File: src/rtl/alu_pkg.sv
// Shared opcode constants and FSM state encoding for the sequential ALU.
package alu_pkg;

  localparam logic [3:0] OP_AND = 4'b0000;
  localparam logic [3:0] OP_OR  = 4'b0001;
  localparam logic [3:0] OP_ADD = 4'b0010;
  localparam logic [3:0] OP_SUB = 4'b0110;
  localparam logic [3:0] OP_SLT = 4'b0111;
  localparam logic [3:0] OP_NOR = 4'b1100;
  localparam logic [3:0] OP_MUL = 4'b1000;

  typedef enum logic [1:0] {
    IDLE = 2'd0,
    MUL  = 2'd1,
    RESP = 2'd2
  } state_t;

  function automatic logic is_mul_op(input logic [3:0] op);
    return op == OP_MUL;
  endfunction

endpackage

File: src/rtl/alu_seq_alu.sv
// Combinational single-cycle ALU; flags err for any opcode it does not implement.
module alu_seq_alu
  import alu_pkg::*;
#(
  parameter int WIDTH = 32
) (
  input  logic [WIDTH-1:0] a,
  input  logic [WIDTH-1:0] b,
  input  logic [3:0]       op,
  output logic [WIDTH-1:0] y,
  output logic             err
);

  always_comb begin
    y   = '0;
    err = 1'b0;
    case (op)
      OP_AND: y = a & b;
      OP_OR:  y = a | b;
      OP_ADD: y = a + b;
      OP_SUB: y = a - b;
      OP_SLT: y[0] = $signed(a) < $signed(b);
      OP_NOR: y = ~(a | b);
      default: err = 1'b1;
    endcase
  end

endmodule

File: src/rtl/alu_seq.sv
// Sequential ALU: single-cycle ops through alu_seq_alu, shift-add multiply
// iterated locally, valid/ready handshakes on both request and response.
module alu_seq
  import alu_pkg::*;
#(
  parameter int WIDTH      = 32,
  parameter int MUL_CYCLES = WIDTH
) (
  input  logic             clk,
  input  logic             rst,
  input  logic             req_valid,
  output logic             req_ready,
  input  logic [WIDTH-1:0] req_a,
  input  logic [WIDTH-1:0] req_b,
  input  logic [3:0]       req_op,
  output logic             rsp_valid,
  input  logic             rsp_ready,
  output logic [WIDTH-1:0] rsp_result,
  output logic             rsp_zero,
  output logic             rsp_err,
  output logic             busy
);

  localparam int CW = (MUL_CYCLES > 1) ? $clog2(MUL_CYCLES) : 1;
  localparam logic [CW-1:0] CNT_LAST = CW'(MUL_CYCLES - 1);

  state_t           state, state_nxt;
  logic [WIDTH-1:0] op_a, op_b, acc;
  logic [3:0]       op_c;
  logic [CW-1:0]    cnt;
  logic [WIDTH-1:0] alu_y, res;
  logic             alu_err, op_is_mul;

  assign op_is_mul = is_mul_op(op_c);

  always_ff @(posedge clk or posedge rst) begin
    if (rst) state <= IDLE;
    else     state <= state_nxt;
  end

  always_comb begin
    state_nxt = state;
    case (state)
      IDLE: if (req_valid) state_nxt = is_mul_op(req_op) ? MUL : RESP;
      MUL:  if (cnt == CNT_LAST) state_nxt = RESP;
      RESP: if (rsp_ready) state_nxt = IDLE;
      default: state_nxt = IDLE;
    endcase
  end

  // During MUL op_a/op_b double as the shifting multiplicand/multiplier;
  // the ALU output is ignored for MUL so clobbering them is harmless.
  always_ff @(posedge clk or posedge rst) begin
    if (rst) begin
      op_a <= '0;
      op_b <= '0;
      op_c <= '0;
      acc  <= '0;
      cnt  <= '0;
    end else begin
      case (state)
        IDLE: if (req_valid) begin
          op_a <= req_a;
          op_b <= req_b;
          op_c <= req_op;
          acc  <= '0;
          cnt  <= '0;
        end
        MUL: begin
          if (op_b[0]) acc <= acc + op_a;
          op_a <= op_a << 1;
          op_b <= op_b >> 1;
          cnt  <= cnt + 1'b1;
        end
        default: ;
      endcase
    end
  end

  alu_seq_alu #(.WIDTH(WIDTH)) u_alu (
    .a   (op_a),
    .b   (op_b),
    .op  (op_c),
    .y   (alu_y),
    .err (alu_err)
  );

  // Result derives only from registers, so it stays stable through backpressure.
  assign res        = op_is_mul ? acc : alu_y;
  assign req_ready  = state == IDLE;
  assign busy       = state != IDLE;
  assign rsp_valid  = state == RESP;
  assign rsp_result = rsp_valid ? res : '0;
  assign rsp_zero   = rsp_valid && (res == '0);
  assign rsp_err    = rsp_valid && alu_err && !op_is_mul;

endmodule

File: config.mk
export PLATFORM = sky130hd
export DESIGN_NAME = alu_seq
export DESIGN_NICKNAME = d
export VERILOG_FILES = /design/src/rtl/alu_pkg.sv /design/src/rtl/alu_seq_alu.sv /design/src/rtl/alu_seq.sv
export SDC_FILE = /design/constraint.sdc
export NUM_CORES = 1
export LEC_CHECK = 0
export CAP_MARGIN = 25
export CORE_AREA = 8 8 153 155
export DETAILED_ROUTE_END_ITERATION = 12
export DIE_AREA = 0 0 161 163
export DONT_BUFFER_PORTS = 1
export PLACE_DENSITY = 0.85
export SYNTH_ARGS = -nofsm -noshare
export SYNTH_HDL_FRONTEND = slang
export SYNTH_SLANG_ARGS = --single-unit
File: constraint.sdc
create_clock -name clk -period 6.7 [get_ports clk]
set_input_delay 0.67 -clock clk [delete_from_list [all_inputs] [get_ports clk]]
set_output_delay 0.67 -clock clk [all_outputs]
set_load 0.005 [all_outputs]
==> flow_summary_export.csv, run 1 <==
group,metric,value,unit
pwr,finalPower,5.00,mW
floorplanning,ioPinCount,109,
logic_synthesis,seq_area_frac_synth,21.7,%
timing,fmax,186,MHz
logic_synthesis,synth_edf_count,0,
pwr,power_density,390,nW/µm²
floorplanning,dieArea,26200,µm²
logic_synthesis,synthTopCellsByCount,"157 x o21ai_0, 150 x nand2_1, 141 x ha_1, 141 x nor2_1, 107 x dfrtp_1",
clock_tree,cts_resized,0,
finish,nets,1747,
floorplanning,start_util,59.3,%
finish,multi_input_area,8910,µm²
global_route,grt_first_pass_wirelength,63500,µm
finish,final_cell_count_no_fill,1811,
floorplanning,core_area,20800,µm²
clock_tree,cts_root_buf,"clkbuf_16",
clock_tree,numCtsBuffers,9,
timing,timing.final.ws_setup,1.32,ns
global_route,grt-ovfl-total,0,
timing,worst_slew_margin_rel,28.6,%
flow_run,maxCapViolations,0,
logic_synthesis,synth_area,12400,µm²
finish,fillCellCount,1838,
routing,drt_iter0_drc,1566,
timing,final-max-slew-violation-count,0,
logic_synthesis,yosys_warnings,0,
clock_tree,hold_buffers,0,
finish,insertedDiodeCount,0,
worst_setup_path,crit_required,6.03,ns
clock_tree,clock-sinks,107,
placement,dp_hpwl,31400,µm
logic_synthesis,synth_top_cell_area_share,21.7,%
clock_tree,clk_latency,0.36,ns
pwr,p_leak,5.69,nW
global_route,grtUsageTotal,30.1,%
run_status,outcome,"completed",
timing,skew,0.0156,ns
routing,vias,12455,
logic_synthesis,synthFlopType,"dfrtp_1",
worst_setup_path,endpoint_kind,"output pin",
timing,hold_ws,0.203,ns
global_route,grt_start_max_net_pins,70,
routing,drtAntennaViolNets,0,
logic_synthesis,avgSynthCellArea,7.77,µm²
placement,placed_cells,1794,
timing,fin_setup_tns,0,ns
placement,gp_congestion,1.01,
worst_setup_path,r2r_slack,2.94,ns
logic_synthesis,synth_cells,1590,
finish,final-seq-area,2680,µm²
clock_tree,clkTransAtPathRegs,0.08,ns
finish,drive_gt1_share,5.60,%
timing,tightest_slew,1.07,ns
worst_setup_path,startpoint_type,"flip-flop",
timing,setup_viol,0,
pwr,ir_drop,0.218,mV
global_route,first_global_vias,11385,
worst_setup_path,crit_fanout,7,
routing,post_drt_wl_per_cell,22.6,µm
logic_synthesis,async_flop_share,100,%
worst_setup_path,path_class,"flip-flop to output pin",
floorplanning,rows,53,
timing,period_share,80.3,%
finish,syn2layout_area_growth,3.76,%
routing,wl,41000,µm
clock_tree,cts_max_path_buffers,2,
logic_synthesis,yosys.area.top_type,"dfrtp_1",
timing,rsz0062_at_grt,"no",
placement,pre_cts_slack,1.86,ns
worst_setup_path,cp.arrival,4.71,ns
global_route,antenna_found_initial,0,
min_path,min_path_type,"primary input to asynchronous set/reset pin",
timing,hold_viol,0,
routing,first_pass_iters,8,
clock_tree,htreeDepth,3,
routing,drc,0,
routing,avgViaCountPerCell,6.88,
timing,finalCriticalPeriod,5.38,ns
floorplanning,fp.dieH,163,µm
placement,portBuffers,0,
logic_synthesis,yosysUniqueCellTypes,97,
logic_synthesis,synthTopCellsByArea,"dfrtp_1 22%, ha_1 14%, mux2i_1 7.2%, o21ai_0 6.4%, nand2_1 4.6%",
floorplanning,chipWidth,161,µm
logic_synthesis,ys_ff_latch,107,
logic_synthesis,yosysMostFrequentCell,"o21ai_0",
clock_tree,cts_tree,"built",
logic_synthesis,synth_nets,1806,
clock_tree,post_cts_buffers,0,
per-stage QoR:
stage / cell area [µm²] / util, %
global route: 12800 / 61.6
CTS: 12800 / 61.4
finish: 12800 / 61.6
detailed placement: 12500 / 59.9
global placement: 12500 / 59.9
floorplan: 12400 / -
layer usage:
layer | track usage (%) | routed length (µm) | up-vias
li1 | - | - | 5658
met1 | 43.2 | 17600 | 5915
met2 | 44.2 | 17400 | 799
met3 | 5.43 | 4670 | 83
met4 | 11.0 | 1280 | 0
met5 | 0 | 0 | -
flip-flops by register name, indices dropped and copies added (netlist names):
| signal | flops |
|---|---|
| op_b | 32 |
| state | 2 |
| acc | 32 |
| cnt | 5 |
| op_c | 4 |
| op_a | 32 |
worst paths after layout:
path | start | end | cells past startpoint
worst max-delay path | op_a[1] | rsp_zero | 13
worst min-delay path | rst | op_a[24] | 1
worst max register to register | op_a[0] | acc[30] | 13
worst min register to register | cnt[0] | cnt[0] | 1
max in group asynchronous | rst | op_c[3] | 2
min in group clk | req_a[0] | op_a[0] | 2
power breakdown:
group / internal [mW] / total, mW / switching (mW)
Clock: 0.305 / 0.559 / 0.254
Combinational: 1.21 / 3.36 / 2.15
Sequential: 0.780 / 1.08 / 0.302
Total: 2.30 / 5.00 / 2.71
layout make-up:
type	instances	share of cell area, %
Multi-Input combinational cell	1285	69.5
Sequential cell	107	20.9
Inverter	110	3.24
Tap cell	275	2.68
Clock buffer	10	1.86
Timing Repair Buffer	18	1.21
Clock inverter	6	0.556
cell families (layout without fill, tap and decap cells):
family | Yosys count | after routing | share of synthesized area (%)
fa+ha+maj | 144 | 144 | 14.8
flops | 107 | 107 | 21.7
xor+xnor | 36 | 36 | 2.55
simple gates | 492 | 492 | 19.1
mux | 90 | 90 | 7.30
buf+inv | 198 | 144 | 6.34
compound gates | 523 | 523 | 28.3
worst max-delay path: stages, from the launching register on:
cell,delay (ns)
dfrtp_1,0.53
inv_1,0.19
ha_1,0.35
o21bai_1,0.30
a21oi_1,0.23
o22a_1,0.28
o31ai_1,0.46
a21boi_0,0.27
a211oi_1,0.28
o22ai_1,0.14
or4_1,0.57
nor4_1,0.22
and4_1,0.27
and4_1,0.26
layout by cell type (no fill, tap or decap), types with 21 or more instances in the layout:
| master | Yosys | routed |
|---|---|---|
| a21oi_1 | 103 | 103 |
| nor2_1 | 141 | 139 |
| ha_1 | 141 | 141 |
| inv_1 | 106 | 105 |
| mux2i_1 | 89 | 89 |
| a21o_1 | 27 | 27 |
| nand2_1 | 150 | 150 |
| nand3_1 | 34 | 34 |
| dfrtp_1 | 107 | 106 |
| and2_1 | 21 | 21 |
| o21ai_0 | 157 | 157 |
| nor3_1 | 33 | 33 |
No activity file was read; power rests on OpenSTA's default activity.
==> inputs of run 2 (changes only) <==
--- a/config.mk
+++ b/config.mk
@@ -10,7 +10,7 @@
 export DETAILED_ROUTE_END_ITERATION = 12
 export DIE_AREA = 0 0 161 163
 export DONT_BUFFER_PORTS = 1
-export PLACE_DENSITY = 0.85
+export PLACE_DENSITY = 0.88
 export SYNTH_ARGS = -nofsm -noshare
 export SYNTH_HDL_FRONTEND = slang
 export SYNTH_SLANG_ARGS = --single-unit
==> constraint.sdc (replaced) <==
create_clock -name clk -period 4.8 [get_ports clk]
set_input_delay 0.48 -clock clk [delete_from_list [all_inputs] [get_ports clk]]
set_output_delay 0.48 -clock clk [all_outputs]
set_load 0.005 [all_outputs]
==> run 2 against run 1 <==
  * The flow now finishes with violations (setup timing)
  * Total power increased by 44%
  * Hold slack got worse by 0.049 ns
  * Clock-buffer cell count increased by 3
==> flow_summary_export.csv, run 2 (synthesis results as in run 1) <==
group,metric,value,unit
placement,dpl_cell_area,12800,µm²
clock_tree,htreeDepth,3,
floorplanning,start_util,59.3,%
floorplanning,dieArea,26200,µm²
floorplanning,chipWidth,161,µm
global_route,grtUsageTotal,31.5,%
global_route,grt_first_pass_wirelength,66100,µm
floorplanning,ioPinCount,109,
finish,largestRegisters,"acc: 32 flops, op_a: 32 flops, op_b: 32 flops",
routing,drt_iter0_drc,1614,
worst_setup_path,cp.arrival,4.33,ns
pwr,p_leak,5.87,nW
timing,final-max-slew-violation-count,0,
finish,design_area,13200,µm²
run_status,outcome,"finished with violations",
flow_run,maxCapViolations,0,
floorplanning,core_area,20800,µm²
clock_tree,clk_latency,0.35,ns
finish,fillCellCount,1779,
worst_setup_path,crit_fanout,6,
floorplanning,fp.dieH,163,µm
pwr,ir_drop,0.245,mV
finish,drive_gt1_share,9.26,%
timing,worst_slew_margin_rel,32.3,%
worst_setup_path,endpoint_kind,"output pin",
timing,period_share,100,%
global_route,first_global_vias,11844,
routing,drtAntennaViolNets,0,
routing,post_drt_wl_per_cell,23.2,µm
routing,vias,12837,
run_status,violations,"setup timing",
worst_setup_path,startpoint_type,"flip-flop",
timing,fin_setup_tns,-0.0136,ns
timing,tightest_slew,1.01,ns
worst_setup_path,path_class,"flip-flop to output pin",
global_route,grt_start_max_net_pins,78,
routing,first_pass_iters,6,
pwr,power_density,548,nW/µm²
timing,hold_ws,0.154,ns
finish,final_common_cell,"o21ai_0",
clock_tree,cts_max_path_buffers,2,
global_route,antenna_found_initial,2,
finish,final_cell_mix,"155 x o21ai_0, 150 x nand2_1, 138 x nor2_1",
floorplanning,rows,53,
routing,wl,42900,µm
placement,gp_congestion,1.07,
placement,dp_hpwl,33200,µm
global_route,grt-ovfl-total,0,
timing,skew,0.0102,ns
clock_tree,clkTransAtPathRegs,0.08,ns
clock_tree,clock-sinks,107,
timing,finalCriticalPeriod,4.81,ns
timing,fmax,208,MHz
placement,portBuffers,0,
routing,avgViaCountPerCell,6.92,
timing,hold_viol,0,
routing,drc,0,
timing,timing.final.ws_setup,-0.0136,ns
worst_setup_path,crit_required,4.32,ns
clock_tree,cts_tree,"built",
clock_tree,numCtsBuffers,9,
clock_tree,cts_root_buf,"clkbuf_16",
min_path,min_path_type,"primary input to asynchronous set/reset pin",
pwr,finalPower,7.21,mW
finish,nets,1788,
finish,syn2layout_area_growth,6.61,%
timing,setup_viol,1,
## run 2: cell count changes in the layout (fill, tap and decap cells not counted), moves of 3 or more
cell	change
ha_2	+6
dfrtp_2	+3
buf_4	+42
dfrtp_1	-3
ha_1	-6
## run 2: worst max-delay path, cell delays in order, from the launching register on
cell and delay, ns:
dfrtp_1 0.42, ha_2 0.25, inv_1 0.06, fa_1 0.41, or2b_1 0.27, a21oi_2 0.22, o31a_1 0.15, o21ai_1 0.10
buf_4 0.18, a21oi_1 0.20, a21boi_0 0.26, o21ai_0 0.16, or4_1 0.55, nor4_2 0.22, and4_4 0.31, and4_1 0.23
## run 2: metrics by stage
stage               std cells  utilization [%]  worst slack, ns
finish                   1854             63.2          -0.0136
global route             1854             63.2          -0.0127
CTS                      1849             62.8          0.00514
detailed placement       1833             61.3            0.291
global placement         1833             61.3            0.285
floorplan                1590                -            0.989
## run 2: path summary, 6_finish.rpt
path	from	slack, ns	depth (start not counted)	end
worst max-delay path	op_b[0]	-0.01	15	rsp_zero
worst min register to register	cnt[0]	0.51	1	cnt[0]
max in group asynchronous	rst	3.51	2	op_c[3]
min in group clk	req_b[31]	0.26	2	op_b[31]
worst min-delay path	rst	0.15	1	op_a[4]
worst max register to register	op_a[0]	1.06	14	acc[30]
## run 2: what timing repair did
| action | in CTS | in global routing |
|---|---|---|
| gates resized for setup | 8 | 17 |
| hold buffers | 0 | 0 |
| buffers inserted | 0 | 3 |
| pin swaps | 0 | 7 |
| setup endpoints to repair | 1 | 2 |
## run 2: layout make-up
type                            count  area, µm²  share of cell area (%)
Multi-Input combinational cell   1285       9000                    68.3
Inverter                          110        415                    3.15
Tap cell                          275        344                    2.61
Antenna cell                        2       5.00                  0.0380
Clock buffer                       13        260                    1.98
Clock inverter                      3       21.3                   0.162
Sequential cell                   107       2680                    20.4
Timing Repair Buffer               59        443                    3.36
## run 2: power breakdown
part           internal, mW  switching (mW)
Clock                 0.383           0.339
Sequential             1.09           0.343
Combinational          1.86            3.19
## run 2: metal layers
metal	track usage (%)	share of wire (%)
met5	0	0
met4	10.4	3.4
met3	6.57	13
met2	48.2	43
met1	43.5	40
==> inputs of run 3 (changes only) <==
--- a/config.mk
+++ b/config.mk
@@ -5,10 +5,11 @@
 export SDC_FILE = /design/constraint.sdc
 export NUM_CORES = 1
 export LEC_CHECK = 0
+export ABC_AREA = 1
 export CAP_MARGIN = 25
-export CORE_AREA = 8 8 153 155
+export CORE_AREA = 8 8 184 143
 export DETAILED_ROUTE_END_ITERATION = 12
-export DIE_AREA = 0 0 161 163
+export DIE_AREA = 0 0 192 151
 export DONT_BUFFER_PORTS = 1
 export PLACE_DENSITY = 0.88
 export SYNTH_ARGS = -nofsm -noshare
==> run 3 against run 2 <==
  * First-iteration DRC count is 28% higher
  * Final cell count grew 36%
  * Worst setup slack better by 0.35 ns
  * Register-to-register slack gained 0.79 ns
  * Critical path depth rose by 1
  * The run now ends clean
  * Sequential cell count unchanged
  * Critical endpoint unchanged
  * Sequential share of layout area fell by 1.4 points
  * Die area is 10% higher
==> flow_summary_export.csv, run 3 <==
group,metric,value,unit
timing,fmax,224,MHz
clock_tree,hold_buffers,0,
clock_tree,post_cts_buffers,0,
finish,multi_input_area,9100,µm²
logic_synthesis,synthTopCellsByArea,"dfrtp_1 19%, nand2_1 16%, ha_1 13%, inv_1 10%, o21ai_0 6.5%",
finish,drive_gt1_share,6.11,%
logic_synthesis,avgSynthCellArea,6.09,µm²
clock_tree,clock-sinks,107,
clock_tree,cts_root_buf,"clkbuf_16",
finish,syn2layout_area_growth,2.53,%
routing,first_pass_iters,7,
logic_synthesis,synthTopCellsByCount,"585 x nand2_1, 383 x inv_1, 210 x nor2_1, 178 x o21ai_0, 173 x nand3_1",
placement,dpl_cell_area,13800,µm²
placement,gp_congestion,1.07,
finish,insertedDiodeCount,0,
logic_synthesis,synth_edf_count,0,
routing,drt_iter0_drc,2066,
min_path,min_path_type,"primary input to asynchronous set/reset pin",
logic_synthesis,synth_cells,2258,
floorplanning,core_area,23400,µm²
finish,final_common_cell,"nand2_1",
worst_setup_path,rr_startpoint,"state[1]",
global_route,grtUsageTotal,34.2,%
logic_synthesis,yosysUniqueCellTypes,44,
logic_synthesis,async_flop_share,100,%
logic_synthesis,synth_area,13700,µm²
finish,final-seq-area,2680,µm²
pwr,p_leak,7.50,nW
logic_synthesis,yosys.area.top_type,"dfrtp_1",
floorplanning,start_util,58.7,%
logic_synthesis,synth_top_cell_area_share,19.5,%
routing,avgViaCountPerCell,6.12,
logic_synthesis,yosys_warnings,0,
global_route,first_global_vias,13812,
timing,worst_slew_margin_rel,39.2,%
clock_tree,cts_max_path_buffers,2,
global_route,grt_first_pass_wirelength,76800,µm
clock_tree,clkTransAtPathRegs,0.08,ns
placement,portBuffers,0,
clock_tree,htreeDepth,3,
pwr,power_density,731,nW/µm²
timing,hold_viol,0,
timing,final-max-slew-violation-count,0,
flow_run,maxCapViolations,0,
logic_synthesis,yosysMostFrequentCell,"nand2_1",
routing,drc,0,
finish,fillCellCount,2293,
clock_tree,clk_latency,0.37,ns
floorplanning,ioPinCount,109,
routing,post_drt_wl_per_cell,20.2,µm
routing,drtAntennaViolNets,0,
timing,finalCriticalPeriod,4.46,ns
finish,largestRegisters,"acc: 32 flops, op_a: 32 flops, op_b: 32 flops",
routing,wl,50800,µm
clock_tree,numCtsBuffers,9,
placement,dp_hpwl,40800,µm
global_route,grt-ovfl-total,0,
clock_tree,cts_resized,0,
finish,design_area,14100,µm²
clock_tree,cts_tree,"built",
routing,vias,15379,
worst_setup_path,crit_path_start,"op_a[7]",
timing,setup_viol,0,
global_route,grt_start_max_net_pins,118,
timing,tightest_slew,0.910,ns
worst_setup_path,endpoint_kind,"output pin",
logic_synthesis,synthFlopType,"dfrtp_1",
timing,timing.final.ws_setup,0.341,ns
floorplanning,chipWidth,192,µm
floorplanning,rows,49,
timing,skew,0.0123,ns
finish,final_cell_mix,"584 x nand2_1, 382 x inv_1, 207 x nor2_1",
logic_synthesis,ys_ff_latch,107,
logic_synthesis,synth_nets,2474,
finish,nets,2419,
floorplanning,fp.dieH,151,µm
worst_setup_path,startpoint_type,"flip-flop",
worst_setup_path,path_class,"flip-flop to output pin",
logic_synthesis,seq_area_frac_synth,19.5,%
worst_setup_path,crit_fanout,8,
pwr,ir_drop,0.293,mV
global_route,antenna_found_initial,3,
run_status,outcome,"completed",
floorplanning,dieArea,29000,µm²
placement,pre_cts_slack,0.996,ns
worst_setup_path,crit_required,4.32,ns
timing,fin_setup_tns,0,ns
timing,period_share,92.9,%
worst_setup_path,cp.arrival,3.98,ns
timing,rsz0062_at_grt,"no",
-- run 3: routing by layer --
layer	global-route usage [%]	wire [µm]
met1	48.1	21400
met2	48.0	19700
met3	13.8	8060
met4	8.12	1490
met5	0	38
-- run 3: worst max-delay path, stage by stage (launching register included) --
cell	delay, ns
dfrtp_1	0.52
inv_1	0.17
ha_1	0.59
nand2_2	0.15
nor2_1	0.36
nand3_1	0.21
nand3_2	0.16
nand2_1	0.06
nand3_1	0.11
nand3_1	0.24
nor2_1	0.27
nand3_1	0.10
nor2_1	0.28
nand2_1	0.08
nor2_1	0.10
nand2_1	0.06
nor2_1	0.15
-- run 3: stage by stage --
step | std cells | util, % | hold WS [ns] | power, mW
2_1_floorplan | 2258 | - | 0.473 | 7.16
5_1_grt | 2514 | 60.2 | 0.171 | 11.1
6_report | 2514 | 60.2 | 0.108 | 10.3
4_1_cts | 2512 | 60.0 | 0.141 | 9.91
3_3_place_gp | 2496 | 58.8 | 0.490 | 8.95
3_5_place_dp | 2496 | 58.8 | 0.490 | 9.12
-- run 3: cells by family after synthesis --
kind of cell | count (synthesis) | share of synthesized area (%)
AND/OR/NAND/NOR | 1096 | 34.6
buffers and inverters | 486 | 14.5
AO/OA/AOI/OAI | 419 | 17.8
adder cells (fa/ha/maj) | 144 | 13.3
flip-flops | 107 | 19.5
XOR/XNOR | 6 | 0.382
-- run 3: path summary, 6_finish.rpt --
kind / endpoint / slack (ns) / cells past startpoint
max in group asynchronous: acc[30] / 3.49 / 2
worst min-delay path: cnt[2] / 0.11 / 1
worst min register to register: cnt[4] / 0.52 / 1
worst max register to register: op_b[20] / 1.85 / 9
worst max-delay path: rsp_zero / 0.34 / 16
min in group clk: state[1] / 0.22 / 1
-- run 3: report_power, final --
group	total [mW]	internal [mW]	switching [mW]
registers	1.56	1.17	0.385
logic	7.99	2.23	5.76
clock network	0.761	0.376	0.385
-- run 3: area by class of cell --
type | count | area share (%)
multi-input combinational | 1665 | 64.6
sequential | 107 | 19.0
inverter | 407 | 10.9
tap | 306 | 2.72
clock buffer | 11 | 1.72
timing repair buffer | 13 | 0.817
clock inverter | 5 | 0.311
